===== config.mk =====
export PLATFORM = sky130hd
export DESIGN_NAME = fft_addr_gen
export DESIGN_NICKNAME = d
export VERILOG_FILES = /design/src/rtl/fft_pkg.sv /design/src/rtl/fft_bitrev.sv /design/src/rtl/fft_addr_gen.sv
export SDC_FILE = /design/constraint.sdc
export NUM_CORES = 1
export LEC_CHECK = 0
export CAP_MARGIN = 15
export CORE_ASPECT_RATIO = 2
export CORE_MARGIN = 8
export CORE_UTILIZATION = 30
export CTS_CLUSTER_SIZE = 25
export DETAILED_ROUTE_END_ITERATION = 8
export SLEW_MARGIN = 0
export SYNTH_ARGS = -nofsm -noshare
export SYNTH_HDL_FRONTEND = slang
export SYNTH_HIERARCHICAL = 1
export SYNTH_SLANG_ARGS = --single-unit

===== constraint.sdc =====
create_clock -name clk -period 6.25 [get_ports clk]
set_input_delay 1.25 -clock clk [delete_from_list [all_inputs] [get_ports clk]]
set_output_delay 1.25 -clock clk [all_outputs]
set_load 0.05 [all_outputs]

===== src/rtl/fft_pkg.sv =====
// Shared types and helpers for the run-time-length FFT address sequencer.
package fft_pkg;

  localparam int unsigned DEF_LOG2N = 8;
  localparam int unsigned MIN_LOG2N = 2;

  typedef enum logic [2:0] {
    IDLE,
    LOAD,
    CALC,
    GAP,
    DONE
  } state_t;

  // Bound the requested run length to what the butterfly schedule and RAM support.
  function automatic int unsigned clamp_log2n(input int unsigned cfg, input int unsigned lmax);
    if (cfg < MIN_LOG2N) return MIN_LOG2N;
    if (cfg > lmax) return lmax;
    return cfg;
  endfunction

endpackage


===== src/rtl/fft_bitrev.sv =====
// Bit reversal of a sample index over the active run length lr (upper bits zero).
module fft_bitrev
  import fft_pkg::*;
#(
  parameter int unsigned LOG2N = DEF_LOG2N,
  parameter int unsigned CW    = $clog2(LOG2N + 1)
) (
  input  logic [LOG2N-1:0] cnt,
  input  logic [CW-1:0]    lr,
  output logic [LOG2N-1:0] rev
);

  logic [LOG2N-1:0] full;

  // Reverse all LOG2N bits, then slide the result down to the lr-bit field.
  always_comb begin
    full = '0;
    for (int i = 0; i < int'(LOG2N); i++) begin
      full[i] = cnt[LOG2N-1-i];
    end
    rev = full >> (CW'(LOG2N) - lr);
  end

endmodule


===== src/rtl/fft_addr_gen.sv =====
// Radix-2 DIT in-place FFT address sequencer: bit-reversed load, then log2(L) butterfly stages.
module fft_addr_gen
  import fft_pkg::*;
#(
  parameter int unsigned LOG2N     = DEF_LOG2N,
  parameter int unsigned STAGE_GAP = 0,
  parameter int unsigned CW        = $clog2(LOG2N + 1)
) (
  input  logic             clk,
  input  logic             rst_n,
  input  logic             start,
  input  logic             abort,
  input  logic [CW-1:0]    cfg_log2n,
  output logic             ld_valid,
  input  logic             ld_ready,
  output logic [LOG2N-1:0] ld_cnt,
  output logic [LOG2N-1:0] ld_addr,
  output logic             bf_valid,
  input  logic             bf_ready,
  output logic [LOG2N-1:0] idx1,
  output logic [LOG2N-1:0] idx2,
  output logic [LOG2N-2:0] tw_addr,
  output logic [CW-1:0]    stage,
  output logic             last_bf,
  output logic             busy,
  output logic             done
);

  localparam int unsigned W1 = LOG2N + 1;
  localparam int unsigned TW = LOG2N - 1;
  localparam int unsigned GW = (STAGE_GAP > 1) ? $clog2(STAGE_GAP) : 1;
  localparam logic [W1-1:0] ONE = W1'(1);

  state_t           state;
  logic [CW-1:0]    lr;
  logic [CW-1:0]    s;
  logic [CW-1:0]    s_nx;
  logic [LOG2N-1:0] c;
  logic [LOG2N-1:0] c_nx;
  logic [LOG2N-1:0] b;
  logic [LOG2N-1:0] b_nx;
  logic [LOG2N-1:0] g;
  logic [LOG2N-1:0] g_nx;
  logic [LOG2N-1:0] rev_nx;
  logic [GW-1:0]    gap_cnt;
  logic [W1-1:0]    n;
  logic [W1-1:0]    h;
  logic [W1-1:0]    h_nx;
  logic             c_last;
  logic             b_last;
  logic             stage_end;
  logic             final_stage;
  logic [LOG2N-1:0] p_idx1;
  logic [LOG2N-1:0] p_idx2;
  logic [TW-1:0]    p_tw;
  logic             p_last;

  // Load address for the next sample index.
  fft_bitrev #(
    .LOG2N(LOG2N),
    .CW   (CW)
  ) u_bitrev (
    .cnt(c_nx),
    .lr (lr),
    .rev(rev_nx)
  );

  // Next butterfly position (b, g, s) and the address pair it produces.
  always_comb begin
    n           = ONE << lr;
    h           = ONE << s;
    c_nx        = c + LOG2N'(1);
    c_last      = ({1'b0, c} == n - ONE);
    b_last      = ({1'b0, b} == h - ONE);
    stage_end   = b_last && ({1'b0, g} == n - (h << 1));
    final_stage = (s == lr - CW'(1));
    b_nx        = b + LOG2N'(1);
    g_nx        = g;
    s_nx        = s;
    if (stage_end) begin
      b_nx = '0;
      g_nx = '0;
      s_nx = s + CW'(1);
    end else if (b_last) begin
      b_nx = '0;
      g_nx = LOG2N'({1'b0, g} + (h << 1));
    end
    h_nx   = ONE << s_nx;
    p_idx1 = g_nx + b_nx;
    p_idx2 = LOG2N'({1'b0, g_nx} + {1'b0, b_nx} + h_nx);
    // b << (TW - s) written as (b << TW) >> s to keep the shift amount non-negative
    p_tw   = TW'({b_nx, TW'(0)} >> s_nx);
    p_last = (s_nx == lr - CW'(1)) && ({1'b0, b_nx} == h_nx - ONE) &&
             ({1'b0, g_nx} == n - (h_nx << 1));
  end

  // Sequencer state, counters and registered outputs; abort behaves like reset.
  always_ff @(posedge clk) begin
    if (!rst_n || abort) begin
      state    <= IDLE;
      lr       <= '0;
      c        <= '0;
      b        <= '0;
      g        <= '0;
      s        <= '0;
      gap_cnt  <= '0;
      ld_valid <= 1'b0;
      ld_cnt   <= '0;
      ld_addr  <= '0;
      bf_valid <= 1'b0;
      idx1     <= '0;
      idx2     <= '0;
      tw_addr  <= '0;
      stage    <= '0;
      last_bf  <= 1'b0;
      busy     <= 1'b0;
      done     <= 1'b0;
    end else begin
      case (state)
        IDLE: begin
          if (start) begin
            lr       <= CW'(clamp_log2n(32'(cfg_log2n), LOG2N));
            state    <= LOAD;
            busy     <= 1'b1;
            ld_valid <= 1'b1;
            c        <= '0;
            ld_cnt   <= '0;
            ld_addr  <= '0;
          end
        end
        LOAD: begin
          if (ld_ready) begin
            if (c_last) begin
              state    <= CALC;
              ld_valid <= 1'b0;
              ld_cnt   <= '0;
              ld_addr  <= '0;
              c        <= '0;
              b        <= '0;
              g        <= '0;
              s        <= '0;
              bf_valid <= 1'b1;
              idx1     <= '0;
              idx2     <= LOG2N'(1);
              tw_addr  <= '0;
              stage    <= '0;
              last_bf  <= 1'b0;
            end else begin
              c       <= c_nx;
              ld_cnt  <= c_nx;
              ld_addr <= rev_nx;
            end
          end
        end
        CALC: begin
          if (bf_ready) begin
            if (stage_end && final_stage) begin
              state    <= DONE;
              bf_valid <= 1'b0;
              done     <= 1'b1;
              busy     <= 1'b0;
              b        <= '0;
              g        <= '0;
              s        <= '0;
              idx1     <= '0;
              idx2     <= '0;
              tw_addr  <= '0;
              stage    <= '0;
              last_bf  <= 1'b0;
            end else begin
              b       <= b_nx;
              g       <= g_nx;
              s       <= s_nx;
              idx1    <= p_idx1;
              idx2    <= p_idx2;
              tw_addr <= p_tw;
              stage   <= s_nx;
              last_bf <= p_last;
              if (stage_end && (STAGE_GAP != 0)) begin
                state    <= GAP;
                bf_valid <= 1'b0;
                gap_cnt  <= GW'(STAGE_GAP - 1);
              end
            end
          end
        end
        GAP: begin
          if (gap_cnt == '0) begin
            state    <= CALC;
            bf_valid <= 1'b1;
          end else begin
            gap_cnt <= gap_cnt - GW'(1);
          end
        end
        DONE: begin
          done  <= 1'b0;
          state <= IDLE;
        end
        default: state <= IDLE;
      endcase
    end
  end

endmodule


==> impl_metrics.env, run 1 <==
export IMPL_multiInputGateArea_um2=5640
export IMPL_grt_use_total=0.202
export IMPL_layoutNonFillerInstCount=1344
export IMPL_grt_setup_unrepaired="true"
export IMPL_io_pins=58
export IMPL_cts_hold_buf=0
export IMPL_num_rows=80
export IMPL_synth_avg_cell_area_um2=7.74
export IMPL_finalSetupViolations=0
export IMPL_clockRootBuffer="clkbuf_16"
export IMPL_fin_area_um2=9240
export IMPL_min_period_over_period=0.983
export IMPL_detail_route_antenna_nets=0
export IMPL_hp_class="flop to flop"
export IMPL_synth_most_common_cell="nor2_1"
export IMPL_setup_slack_ns=0.105
export IMPL_placedInstanceArea_um2=8890
export IMPL_critPathMaxStageDelay_ns=0.53
export IMPL_synthCells=940
export IMPL_htreeDepth=3
export IMPL_max_clock_freq_ghz=0.163
export IMPL_firstDrtPassIters=5
export IMPL_placed_cells=1326
export IMPL_fin_skew_ns=0.0124
export IMPL_leakage_nw=3.70
export IMPL_crit_arrival_ns=6.45
export IMPL_fin_nets=1124
export IMPL_synth_edff_count=0
export IMPL_relSlewSlack=0.302
export IMPL_cts_tree="done"
export IMPL_regArea_um2=1430
export IMPL_gp_congestion=1.10
export IMPL_synth_largest_area_cell="dfxtp_1"
export IMPL_wire_per_inst_um=22.4
export IMPL_dieArea_um2=29800
export IMPL_finalWirelength_um=30100
export IMPL_clk_pin_slew_ns=0.07
export IMPL_fin_setup_tns_ns=0
export IMPL_route_detailed_drc=0
export IMPL_syn_num_nets=1012
export IMPL_ys_seq_elements=71
export IMPL_core_area_um2=23800
export IMPL_grt_max_degree=44
export IMPL_ys_seq_area_frac=0.195
export IMPL_period_minus_slack_ns=6.15
export IMPL_path_class="flop to flop"
export IMPL_vias=7575
export IMPL_antenna_found_initial=0
export IMPL_post_place_ws_ns=-0.0910
export IMPL_synth_distinct_cells=86
export IMPL_finalMaxSlewViolations=0
export IMPL_drt_iter0_markers=563
export IMPL_status="finished, final reports clean"
export IMPL_async_flop_share=0
export IMPL_slowest_stage="dfxtp_2"
export IMPL_critPathMaxFanout=13
export IMPL_end_kind="flop"
export IMPL_grt_first_pass_wirelength_um=45100
export IMPL_die_x_um=126
export IMPL_drive_gt1_frac=0.174
export IMPL_cap_violations=0
export IMPL_start_kind="flop"
export IMPL_die_height_um=236
export IMPL_grt_pass1_vias=7633
export IMPL_fill_cells=2421
export IMPL_fin_total_pwr_mw=1.11
export IMPL_power_density_nw_per_um2=120
export IMPL_clock_latency_ns=0.37
export IMPL_worstMarginPinSlew_ns=1.04
export IMPL_synthToLayoutAreaGrowth_pct=26.9
export IMPL_vias_per_cell=5.64
export IMPL_synth_top_cell_area_share=0.195
export IMPL_grt_ovfl_total=0
export IMPL_cts_sinks=71
export IMPL_dp_hpwl_um=23800
export IMPL_start_util=0.306
export IMPL_netlist_area_um2=7280
export IMPL_port_buffers=57
export IMPL_cts_made_buffers=9
export IMPL_synth_commonest_cells="nor2_1 (110), dfxtp_1 (71), nand2_1 (61)"
export IMPL_max_vdd_ir_drop_mv=0.209
export IMPL_synthTopCellsByArea="dfxtp_1 (20%), ha_1 (8.6%), xnor2_1 (7.1%), nor2_1 (5.7%), a22oi_1 (5.2%)"
export IMPL_ys_warn_count=6
export IMPL_cp_required_ns=6.55
export IMPL_diodes=0
export IMPL_synth_ff_type="dfxtp_1"
export IMPL_hold_viol_final=0
export IMPL_cts_buffer_depth=2
==> power breakdown <==
group | internal (mW) | switching (mW) | total (mW)
Combinational | 0.0487 | 0.0728 | 0.121
Clock | 0.314 | 0.218 | 0.532
Sequential | 0.454 | 0.00254 | 0.456
Total | 0.816 | 0.294 | 1.11
==> per-layer routing <==
layer  share of wire  GRT usage  routed length [µm]  up-vias
li1                -          -                   -     3605
met1            0.34      0.182               10200     3589
met2            0.55      0.393               16600      276
met3           0.038     0.0280                1150      105
met4           0.071      0.152                2150        0
met5               0          0                   0        -
==> timing repair <==
action	4_1_cts	5_1_grt
pin swaps	0	7
resized for setup	2	8
setup buffers	0	2
endpoints found under the hold margin	0	0
gates cloned	0	0
endpoints found under the setup margin	1	2
==> cells in the final DEF (no fill, tap or decap), types with 7 or more instances in the layout <==
master and count:
mux2_2 9, ha_1 46, nor2_1 108, nor2b_1 11
mux2i_1 19, inv_1 42, nand3_1 22, xnor2_1 57
nand2b_1 16, o21ai_0 37, a22oi_1 50, a21oi_1 57
or3_1 10, fa_1 11, buf_4 95, nand2_1 59
o21a_1 10, nand4_1 7, xor2_1 35, and2_1 12
dfxtp_1 65, clkdlybuf4s50_1 57, clkbuf_16 9, nor3_1 26
a21o_1 16
==> through the flow <==
step | utilization | hold slack (ns)
final | 0.388 | 0.451
after global routing | 0.388 | 0.486
after CTS | 0.386 | 0.455
after detailed placement | 0.373 | 0.445
after global placement | 0.373 | 0.437
after floorplan | - | 0.507
==> kinds of logic (layout without fill, tap and decap cells) <==
group                    Yosys count  in the layout  share of synthesized area
AND/OR/NAND/NOR                  321            321                      0.219
AO/OA/AOI/OAI                    260            260                      0.247
buffers and inverters            100            217                     0.0562
XOR/XNOR                          96             96                      0.117
flip-flops                        71             71                      0.195
adder cells (fa/ha/maj)           62             62                      0.119
multiplexers                      30             30                     0.0468
==> final cells by class <==
| type | instances | area share |
|---|---|---|
| inverter | 47 | 0.0195 |
| multi-input combinational | 769 | 0.610 |
| clock buffer | 13 | 0.0303 |
| tap | 287 | 0.0389 |
| timing repair buffer | 154 | 0.143 |
| sequential | 71 | 0.155 |
| clock inverter | 3 | 0.00244 |
==> state kept, by name, summed over array words and instances, names as in the netlist <==
register  cells
state         3
idx1          8
ld_addr       8
idx2          8
busy          1
done          1
c             8
b             8
ld_valid      1
g             8
s             4
last_bf       1
tw_addr       7
bf_valid      1
lr            4
==> critical path: cells and delay by family, from the launching register on <==
kind | cells | cell delay, ns
AOI/OAI and AO/OA | 9 | 1.53
and+or+nand+nor | 9 | 2.66
xor gates and xnor gates | 2 | 0.28
buffers and inverters | 2 | 0.28
adders and majority gates | 3 | 0.77
DFF | 1 | 0.53
==> final timing paths <==
kind	endpoint	depth (start not counted)	startpoint	slack [ns]
setup reg to reg	last_bf	25	s[2]	0.10
hold reg to reg	idx2[0]	2	idx2[0]	0.45
hold / removal	idx2[0]	2	idx2[0]	0.45
setup / recovery	last_bf	25	s[2]	0.10
Note: power is estimated with default switching activity, not from simulation.
==> run 2, diff against run 1 <==
--- a/config.mk
+++ b/config.mk
@@ -11,6 +11,7 @@
 export CORE_UTILIZATION = 30
 export CTS_CLUSTER_SIZE = 25
 export DETAILED_ROUTE_END_ITERATION = 8
+export RECOVER_POWER = 25
 export SLEW_MARGIN = 0
 export SYNTH_ARGS = -nofsm -noshare
 export SYNTH_HDL_FRONTEND = slang
==> run 2 against run 1 <==
Compared with the run above:
- routed wire length about the same
- sequential cell count unchanged
- clock power about the same
- largest cell class unchanged
- critical path type unchanged
- die area unchanged
- sequential share of layout area unchanged
- non-clock buffer count stayed put
- final cell count unchanged
- first-iteration DRC count rose by 0.36%
- count of clock-buffer cells in the layout unchanged
- critical endpoint unchanged
- fmax grew 0.18%
- register-to-register slack hardly changed
==> impl_metrics.env, run 2 (same netlist as run 1, synthesis figures left out) <==
export IMPL_gp_congestion=1.10
export IMPL_cts_sinks=71
export IMPL_io_pins=58
export IMPL_min_path_cells=2
export IMPL_grt_first_pass_wirelength_um=45100
export IMPL_regToRegStartpoint="s[2]"
export IMPL_fin_setup_tns_ns=0
export IMPL_cts_buffer_depth=2
export IMPL_drive_gt1_frac=0.174
export IMPL_core_area_um2=23800
export IMPL_grt_ovfl_total=0
export IMPL_fill_cells=2421
export IMPL_hold_viol_final=0
export IMPL_leakage_nw=3.79
export IMPL_vias=7568
export IMPL_cts_tree="done"
export IMPL_fin_area_um2=9240
export IMPL_wire_per_inst_um=22.4
export IMPL_hp_class="flop to flop"
export IMPL_rrSetupSlack_ns=0.12
export IMPL_vias_per_cell=5.63
export IMPL_grt_setup_unrepaired="true"
export IMPL_finalMaxSlewViolations=0
export IMPL_cp_required_ns=6.55
export IMPL_slowest_stage="dfxtp_2"
export IMPL_worstHoldEndpoint="idx2[0]"
export IMPL_regArea_um2=1430
export IMPL_clock_latency_ns=0.37
export IMPL_clk_pin_slew_ns=0.07
export IMPL_status="finished, final reports clean"
export IMPL_fin_total_pwr_mw=1.11
export IMPL_start_kind="flop"
export IMPL_finalWirelength_um=30100
export IMPL_drt_iter0_markers=565
export IMPL_cts_made_buffers=9
export IMPL_dp_hpwl_um=23800
export IMPL_diodes=0
export IMPL_start_util=0.306
export IMPL_grt_use_total=0.202
export IMPL_die_height_um=236
export IMPL_path_class="flop to flop"
export IMPL_power_density_nw_per_um2=120
export IMPL_end_kind="flop"
export IMPL_placedInstanceArea_um2=8890
export IMPL_multiInputGateArea_um2=5640
export IMPL_fin_skew_ns=0.0126
export IMPL_final_common_cell="nor2_1"
export IMPL_worstMarginPinSlew_ns=1.05
export IMPL_finalSetupViolations=0
export IMPL_clockRootBuffer="clkbuf_16"
export IMPL_synthToLayoutAreaGrowth_pct=26.9
export IMPL_critPathMaxFanout=13
export IMPL_detail_route_antenna_nets=0
export IMPL_dieArea_um2=29800
export IMPL_cap_violations=0
export IMPL_setup_slack_ns=0.116
export IMPL_post_place_ws_ns=-0.0910
export IMPL_die_x_um=126
export IMPL_antenna_found_initial=0
export IMPL_max_vdd_ir_drop_mv=0.209
export IMPL_relSlewSlack=0.294
export IMPL_route_detailed_drc=0
export IMPL_grt_max_degree=44
export IMPL_min_delay_start="idx2[0]"
export IMPL_reg2reg_depth=25
export IMPL_firstDrtPassIters=5
export IMPL_grt_pass1_vias=7633
export IMPL_rr_endpoint="last_bf"
export IMPL_layout_common_cells="nor2_1 (108), buf_4 (95), dfxtp_1 (65)"
export IMPL_port_buffers=57
export IMPL_period_minus_slack_ns=6.13
export IMPL_htreeDepth=3
export IMPL_crit_arrival_ns=6.44
export IMPL_num_rows=80
export IMPL_critPathMaxStageDelay_ns=0.53
export IMPL_max_clock_freq_ghz=0.163
export IMPL_fin_nets=1124
export IMPL_min_period_over_period=0.981
-- run 2: cell count changes in the layout (fill, tap and decap cells not counted) --
cell and change:
dlygate4sd3_1 +26, clkdlybuf4s50_1 -26
-- run 2: what timing repair did --
action,4_1_cts,5_1_grt
endpoints found under the hold margin,0,0
setup buffers,0,2
hold buffers,0,0
pin swaps,0,7
endpoints found under the setup margin,1,2
gates resized for setup,2,8
-- run 2: cell type report --
type | count | area share
multi-input combinational | 769 | 0.610
sequential | 71 | 0.155
timing repair buffer | 154 | 0.143
tap | 287 | 0.0389
clock buffer | 13 | 0.0303
inverter | 47 | 0.0195
clock inverter | 3 | 0.00244
-- run 2: metal layers --
layer	vias to the layer above	routed length (µm)	track usage
met5	-	0	0
met4	0	2170	0.152
met3	105	1160	0.0280
met2	275	16600	0.393
met1	3582	10100	0.182
li1	3606	-	-
-- run 2: power by group --
group	switching, mW	internal [mW]	total (mW)
sequential	0.00254	0.454	0.456
clock	0.218	0.314	0.532
combinational	0.0727	0.0486	0.121
-- run 2: critical path: cells and delay by family, from the launching register on --
kind                       cells  cell delay [ns]
AOI/OAI and AO/OA              9             1.51
adders and majority gates      3             0.77
DFF                            1             0.53
and+or+nand+nor                9             2.66
xor gates and xnor gates       2             0.28
buffers and inverters          2             0.28
-- run 2: worst max-delay path by stage --
stage | from | endpoint | slack, ns | depth (start not counted)
6_report | s[2] | last_bf | 0.12 | 25
5_1_grt | lr[1] | last_bf | -0.12 | 25
4_1_cts | lr[1] | last_bf | 0.02 | 25
3_5_place_dp | lr[0] | last_bf | -0.09 | 27
3_3_place_gp | lr[0] | last_bf | 0.03 | 27
2_1_floorplan | s[0] | last_bf | -0.14 | 29
-- run 2: stage by stage --
step | hold slack (ns) | std cells | util
2_1_floorplan | 0.507 | 940 | -
3_3_place_gp | 0.437 | 1326 | 0.373
3_5_place_dp | 0.445 | 1326 | 0.373
4_1_cts | 0.455 | 1342 | 0.386
5_1_grt | 0.483 | 1344 | 0.388
6_report | 0.447 | 1344 | 0.388
